===== config.mk =====
export PLATFORM = sky130hd
export DESIGN_NAME = lmac_sync_fifo
export DESIGN_NICKNAME = d
export VERILOG_FILES = /design/src/rtl/lmac_sync_fifo.sv
export SDC_FILE = /design/constraint.sdc
export NUM_CORES = 1
export LEC_CHECK = 0
export CELL_PAD_IN_SITES_DETAIL_PLACEMENT = 0
export CELL_PAD_IN_SITES_GLOBAL_PLACEMENT = 1
export CORE_MARGIN = 2
export CORE_UTILIZATION = 35
export DETAILED_ROUTE_END_ITERATION = 12
export PLACE_DENSITY = 0.55
export SLEW_MARGIN = 0
export SYNTH_ARGS = -nofsm -noshare
export SYNTH_HDL_FRONTEND = slang
export SYNTH_SLANG_ARGS = --single-unit

===== constraint.sdc =====
create_clock -name clk -period 19 [get_ports clk]
set_clock_uncertainty 0.2 [all_clocks]
set_input_delay 2.85 -clock clk [delete_from_list [all_inputs] [get_ports clk]]
set_output_delay 2.85 -clock clk [all_outputs]
set_load 0.01 [all_outputs]

===== src/rtl/lmac_sync_fifo.sv =====
// lmac_sync_fifo -- single-clock FIFO used to stage TX/RX words between
// LMAC core stages.
//
// Ports
//   clk          rising-edge clock for all logic
//   reset_       asynchronous active-low reset
//   clr          synchronous flush (pointers, count, flags, dataout)
//   wren/datain  write request and write data
//   rden/dataout read request and read data
//   full/empty   registered occupancy flags
//   afull/aempty registered threshold flags (usedw >= AFULL_THRESH,
//                usedw <= AEMPTY_THRESH)
//   usedw        registered number of occupied entries, 0..DEPTH
//   ovf/udf      sticky write-while-full / read-while-empty flags
//   err_clr      synchronous clear of ovf/udf and peak_usedw
//   peak_usedw   high-water mark of usedw
//
// Handshake: a write is accepted on an edge where wren=1 and the
// registered full=0; a read is accepted where rden=1 and the registered
// empty=0. A request against the opposite flag is dropped, never queued,
// and sets the matching sticky error flag. clr outranks both requests.
//
// Build option: define LMAC_FIFO_PEAK_EN to build the peak_usedw tracker;
// otherwise peak_usedw is tied to zero.
//
// SHOWAHEAD=0: dataout is registered and loads the head on a read accept.
// SHOWAHEAD=1: dataout shows the head combinationally, 0 while empty.
module lmac_sync_fifo #(
    parameter int WIDTH         = 64,
    parameter int DEPTH         = 16,
    parameter int PTR           = 4,
    parameter int AFULL_THRESH  = 12,
    parameter int AEMPTY_THRESH = 2,
    parameter int SHOWAHEAD     = 0
) (
    input  logic             clk,
    input  logic             reset_,
    input  logic             clr,
    input  logic             wren,
    input  logic [WIDTH-1:0] datain,
    input  logic             rden,
    output logic [WIDTH-1:0] dataout,
    output logic             full,
    output logic             empty,
    output logic             afull,
    output logic             aempty,
    output logic [PTR:0]     usedw,
    output logic             ovf,
    output logic             udf,
    input  logic             err_clr,
    output logic [PTR:0]     peak_usedw
);

    localparam logic [PTR:0] DEPTH_C  = (PTR+1)'(DEPTH);
    localparam logic [PTR:0] AFULL_C  = (PTR+1)'(AFULL_THRESH);
    localparam logic [PTR:0] AEMPTY_C = (PTR+1)'(AEMPTY_THRESH);
    localparam logic [PTR:0] PTR_ONE  = (PTR+1)'(1);

    logic [WIDTH-1:0] mem [DEPTH];

    logic [PTR:0] wr_ptr, rd_ptr;
    logic [PTR:0] next_wr_ptr, next_rd_ptr, next_used;
    logic         wr_acc, rd_acc;

    // Accepts use the registered flags; clr masks both so a flush cycle
    // neither moves data nor touches memory.
    always_comb begin
        wr_acc      = wren & ~full & ~clr;
        rd_acc      = rden & ~empty & ~clr;
        next_wr_ptr = wr_ptr;
        next_rd_ptr = rd_ptr;
        if (clr) begin
            next_wr_ptr = '0;
            next_rd_ptr = '0;
        end else begin
            if (wr_acc) next_wr_ptr = wr_ptr + PTR_ONE;
            if (rd_acc) next_rd_ptr = rd_ptr + PTR_ONE;
        end
        // The wrap bit makes the modulo difference the true count 0..DEPTH.
        next_used = next_wr_ptr - next_rd_ptr;
    end

    // Storage array: no reset, contents survive clr.
    always_ff @(posedge clk) begin
        if (wr_acc) mem[wr_ptr[PTR-1:0]] <= datain;
    end

    // Pointers and flags all derive from the next-state count so they
    // move together on the accepting edge.
    always_ff @(posedge clk or negedge reset_) begin
        if (!reset_) begin
            wr_ptr <= '0;
            rd_ptr <= '0;
            usedw  <= '0;
            full   <= 1'b0;
            empty  <= 1'b1;
            afull  <= (AFULL_THRESH == 0);
            aempty <= 1'b1;
        end else begin
            wr_ptr <= next_wr_ptr;
            rd_ptr <= next_rd_ptr;
            usedw  <= next_used;
            full   <= (next_used == DEPTH_C);
            empty  <= (next_used == '0);
            afull  <= (next_used >= AFULL_C);
            aempty <= (next_used <= AEMPTY_C);
        end
    end

    // Sticky errors: a set in the same cycle as err_clr wins. A flush
    // cycle ignores the requests, so it cannot set either flag.
    always_ff @(posedge clk or negedge reset_) begin
        if (!reset_) begin
            ovf <= 1'b0;
            udf <= 1'b0;
        end else begin
            ovf <= (wren & full & ~clr) | (ovf & ~err_clr);
            udf <= (rden & empty & ~clr) | (udf & ~err_clr);
        end
    end

    generate
        if (SHOWAHEAD != 0) begin : g_showahead
            assign dataout = empty ? '0 : mem[rd_ptr[PTR-1:0]];
        end else begin : g_registered
            logic [WIDTH-1:0] dout_q;
            always_ff @(posedge clk or negedge reset_) begin
                if (!reset_)     dout_q <= '0;
                else if (clr)    dout_q <= '0;
                else if (rd_acc) dout_q <= mem[rd_ptr[PTR-1:0]];
            end
            assign dataout = dout_q;
        end
    endgenerate

`ifdef LMAC_FIFO_PEAK_EN
    // err_clr restarts tracking from the count being entered this edge.
    always_ff @(posedge clk or negedge reset_) begin
        if (!reset_)                    peak_usedw <= '0;
        else if (err_clr)               peak_usedw <= next_used;
        else if (next_used > peak_usedw) peak_usedw <= next_used;
    end
`else
    assign peak_usedw = '0;
`endif

endmodule

* Word-level counts from Yosys, hierarchy flattened
Memories as Yosys holds them, arrays and structs flattened.
Cells that the tools add are included.
** Operators by class
- Reduce and logical (&&, ||, !) cells :: 2
- Bitwise operators :: 16
- Eq/ne operators :: 1
- Add/sub/neg operators :: 3
- Muxes and demuxes :: 8
- Magnitude comparators :: 2
** Operator list (count)
- $mux W64 :: 2
- $mux W5 :: 4
- $add A5 B1 Y5 const B :: 2
- $and A1 B1 Y1 :: 10
- $eq A5 B5 Y1 const B :: 1
- $ge A5 B4 Y1 const B :: 1
- $le A5 B2 Y1 const B :: 1
- $logic_not A5 Y1 :: 1
- $sub A5 B5 Y5 :: 1
- $not A1 Y1 :: 4
- $mux W1 :: 2
- $or A1 B1 Y1 :: 2
- $reduce_bool A2 Y1 :: 1
** Word-level totals
- Memories :: 1
- Bits in writable memories :: 1024
- Bits in registers :: 85
** Memories
- mem :: depth 16, bits a word 64, read ports 1, clocked after memory_dff 0, write ports 1, RTL line 59 : logic [WIDTH-1:0] mem [DEPTH];

* Logic depth before layout (Yosys ltp)
- Word-level depth :: 7
- Mapped depth :: 13
- Mapped depth without buffers :: 11

* Least setup slack after synthesis
OpenSTA, ideal clock, no wires.
- Path kind :: input -> register
- Start :: input port wren
- End :: memory mem[0][0] (enable)
- Cell stages on the path :: 4
- Path buffers :: 0
- Setup time :: 0.565 ns
- Data arrival time :: 7.811 ns
- Slack :: 10.424 ns
- Required time :: 18.235 ns
- Path through :: nor2b_1 -> nor2b_1 -> nand2_1 -> nor3_1
** On the way
- Cells in the longest elaborated chain, start to end :: 4
** RTL lines
- start: declaration :: RTL line 39 : input logic wren,
- $and A1 B1 Y1 (2 in series) :: RTL line 68 : wr_acc = wren & ~full & ~clr;
- $mux W1 :: RTL line 85 : if (wr_acc) mem[wr_ptr[PTR-1:0]] <= datain;
- $mux W1 (implied by the code) :: RTL line 85
- end: declaration :: RTL line 59
Every way passes these cells.

* Worst setup path after layout
- Start :: input port clr
- End :: memory mem[7][34] (enable)
** On the way
- Cells in the longest elaborated chain, start to end :: 4
** RTL lines
- start: declaration :: RTL line 38 : input logic clr,
- $not A1 Y1 :: RTL line 68
- $and A1 B1 Y1 :: RTL line 68
- $mux W1 :: RTL line 85
- $mux W1 (implied by the code) :: RTL line 85
Every way passes these cells.

==> qor.csv <==
metric,value,unit
initial_core_util,35.2,%
final_common_cell,edfxtp_1,
powerDensity,115,nW/um^2
timing.rr.start,rd_ptr[0],
cpPeakStageDelay,1020,ps
cts_buffers,113,
vias_per_cell,5.25,
route.detailed.drc,0,
fp.dieH,349,um
num_rows,126,
seqCellArea,32900,sq um
io_buffers,144,
syn_area_per_cell,22.5,sq um
ir_worst_vdd,0.0000811,V
min_period,6300,ps
synth_warnings,0,
hpwl,50200,um
power.leakage,15.1,nW
clockBufferDepth,3,
nets,2114,
cpMaxStageDelayCell,nor2_4,
r2r-end,dataout[55],
die_w,349,um
wirelength,95500,um
post-route-period-util,33.2,%
root_buffer,clkbuf_16,
synthFlopType,edfxtp_1,
ys_seq_area_share,79.1,%
final_hold_viol_count,0,
track_usage,15.9,%
coreArea,118000,sq um
worstPathCellList,clkdlybuf4s50_1 > nand4bb_1 > nor2_4 > buf_4,
num_vias,19300,
final_cell_mix,"edfxtp_1, mux4_2, clkdlybuf4s50_1",
synthCells,1846,
cts_hold_buf,0,
grt_max_degree,91,
crit_path_start,clr,
critPathKind,in2reg,
post_cts_buffers,0,
fmax,159,MHz
hold_slack,275,ps
status,completed,
gp_congestion,0.714,
cts_tree,done,
final_max_slew_viol_count,0,
cp_max_fo,41,
grt_pass1_vias,20500,
clkTransAtPathRegs,50,ps
worstPathArrival,6390,ps
worstSetupStartpointType,input pin,
drive_gt1_share,23.3,%
yosysUniqueCellTypes,49,
finalSetupViolCount,0,
slew_headroom,25.7,%
htree_levels,3,
end_kind,flop,
cts_sinks,1109,
crit_required,19090,ps
ant_nets,0,
cap_violations,0,
dr.pass1.iters,7,
tightest_slew,1110,ps
fin_tns_setup,0,ps
r2r_slack,14280,ps
ctsResizeCount,0,
critPathCapture,mem[7][34],
rsz0062_at_grt,false,
n_fill_cell,10300,
grt_antenna_before_repair,7,
area_growth,16.7,%
num_io_pins,150,
utilization,41.1,%
dieArea,121000,sq um
hold_path.class,reg2reg,
drt-initial-drc-count,1481,
synth_enable_flop_cells,1024,
grt_pass1_wl,141000,um
clkLatencyLatePin,700,ps
synthArstFlopShare,7.66,%
multi_input_area,8300,sq um
rr_worst_depth,6,
grt_overflow_total,0,
synth_seq_cells,1109,
wl_per_cell,26.0,um
syn_area,41500,sq um
-- Yosys cell counts, drive strengths merged (2+ instances only) --
cell / instances / area, sq um
nor2: 19 / 71.3
nor3: 9 / 45.0
nor4: 2 / 18.8
o211ai: 2 / 15.0
a221oi: 65 / 576
clkbuf: 69 / 259
nand4: 2 / 12.5
inv: 14 / 52.6
buf: 41 / 219
edfxtp: 1024 / 30700
o21a: 2 / 15.0
nor2b: 7 / 43.8
a22o: 64 / 561
ha: 9 / 113
nand2: 71 / 267
xnor2: 2 / 17.5
mux4: 256 / 5770
xor2: 5 / 43.8
dfstp: 2 / 52.6
o21ai: 69 / 345
a21oi: 3 / 15.0
nand2b: 2 / 12.5
dfrtp: 83 / 2080
or2: 6 / 37.5
or3: 2 / 17.5
-- how the worst min path moves through the flow --
| stage | startpoint | end | slack, ps | depth (start not counted) |
|---|---|---|---|---|
| floorplan | dataout[0] | dataout[0] | 320 | 2 |
| global placement | dataout[62] | dataout[62] | 260 | 2 |
| detailed placement | dataout[32] | dataout[32] | 270 | 2 |
| CTS | dataout[32] | dataout[32] | 280 | 2 |
| global route | dataout[19] | dataout[19] | 310 | 2 |
| finish | dataout[32] | dataout[32] | 270 | 2 |
-- logic make-up (layout without fill, tap and decap cells) --
kind of cell / count (synthesis) / after routing / share of synthesized area [%]
flops: 1109 / 1109 / 79.1
mux: 257 / 257 / 13.9
compound gates: 212 / 212 / 3.83
simple gates: 126 / 126 / 1.38
buf+inv: 124 / 403 / 1.28
fa+ha+maj: 10 / 10 / 0.319
xor+xnor: 7 / 7 / 0.148
other cells: 1 / 7 / 0.00903
-- power by group --
part | switching, W | internal [W]
combinational | 0.000327 | 0.000335
clock | 0.000915 | 0.00124
sequential | 0.0000468 | 0.00274
total | 0.00129 | 0.00431
-- stage by stage --
step	total power (W)	area [sq um]	worst slack [ps]	std cells
global route	0.00582	48500	12510	3665
CTS	0.00569	48500	12670	3665
global placement	0.00351	44900	12020	3455
detailed placement	0.00352	44900	11950	3455
finish	0.00560	48500	12700	3667
floorplan	0.00327	41600	10420	1850
-- metal layers --
layer / track usage (%) / up-vias / wire length, um
met1: 22.3 / 10500 / 42800
met3: 2.58 / 108 / 4640
met4: 3.84 / 6 / 1410
li1: - / 8189 / -
met2: 25.9 / 449 / 46600
met5: 0 / - / 31
-- area by class of cell --
cell class	count	share of cell area (%)
inverters	14	0.108
multi-input cells	617	17.1
clock buffers	138	6.15
well taps	1536	3.96
diodes	2	0.0103
clock inverters	72	1.32
flip-flops and latches	1109	67.8
repair buffers	179	3.53
-- state kept, by name, indices dropped and copies added, names as in the netlist --
signal and count:
ovf 1, rd_ptr 5, usedw 5, dataout 64, aempty 1, udf 1, full 1, wr_ptr 5
empty 1, afull 1, mem 1024
-- critical path, delay by kind of cell --
kind	cells	cell delay, ps
buffers and inverters	2	1590
and+or+nand+nor	2	1880
Note: power is estimated with default switching activity, not from simulation.
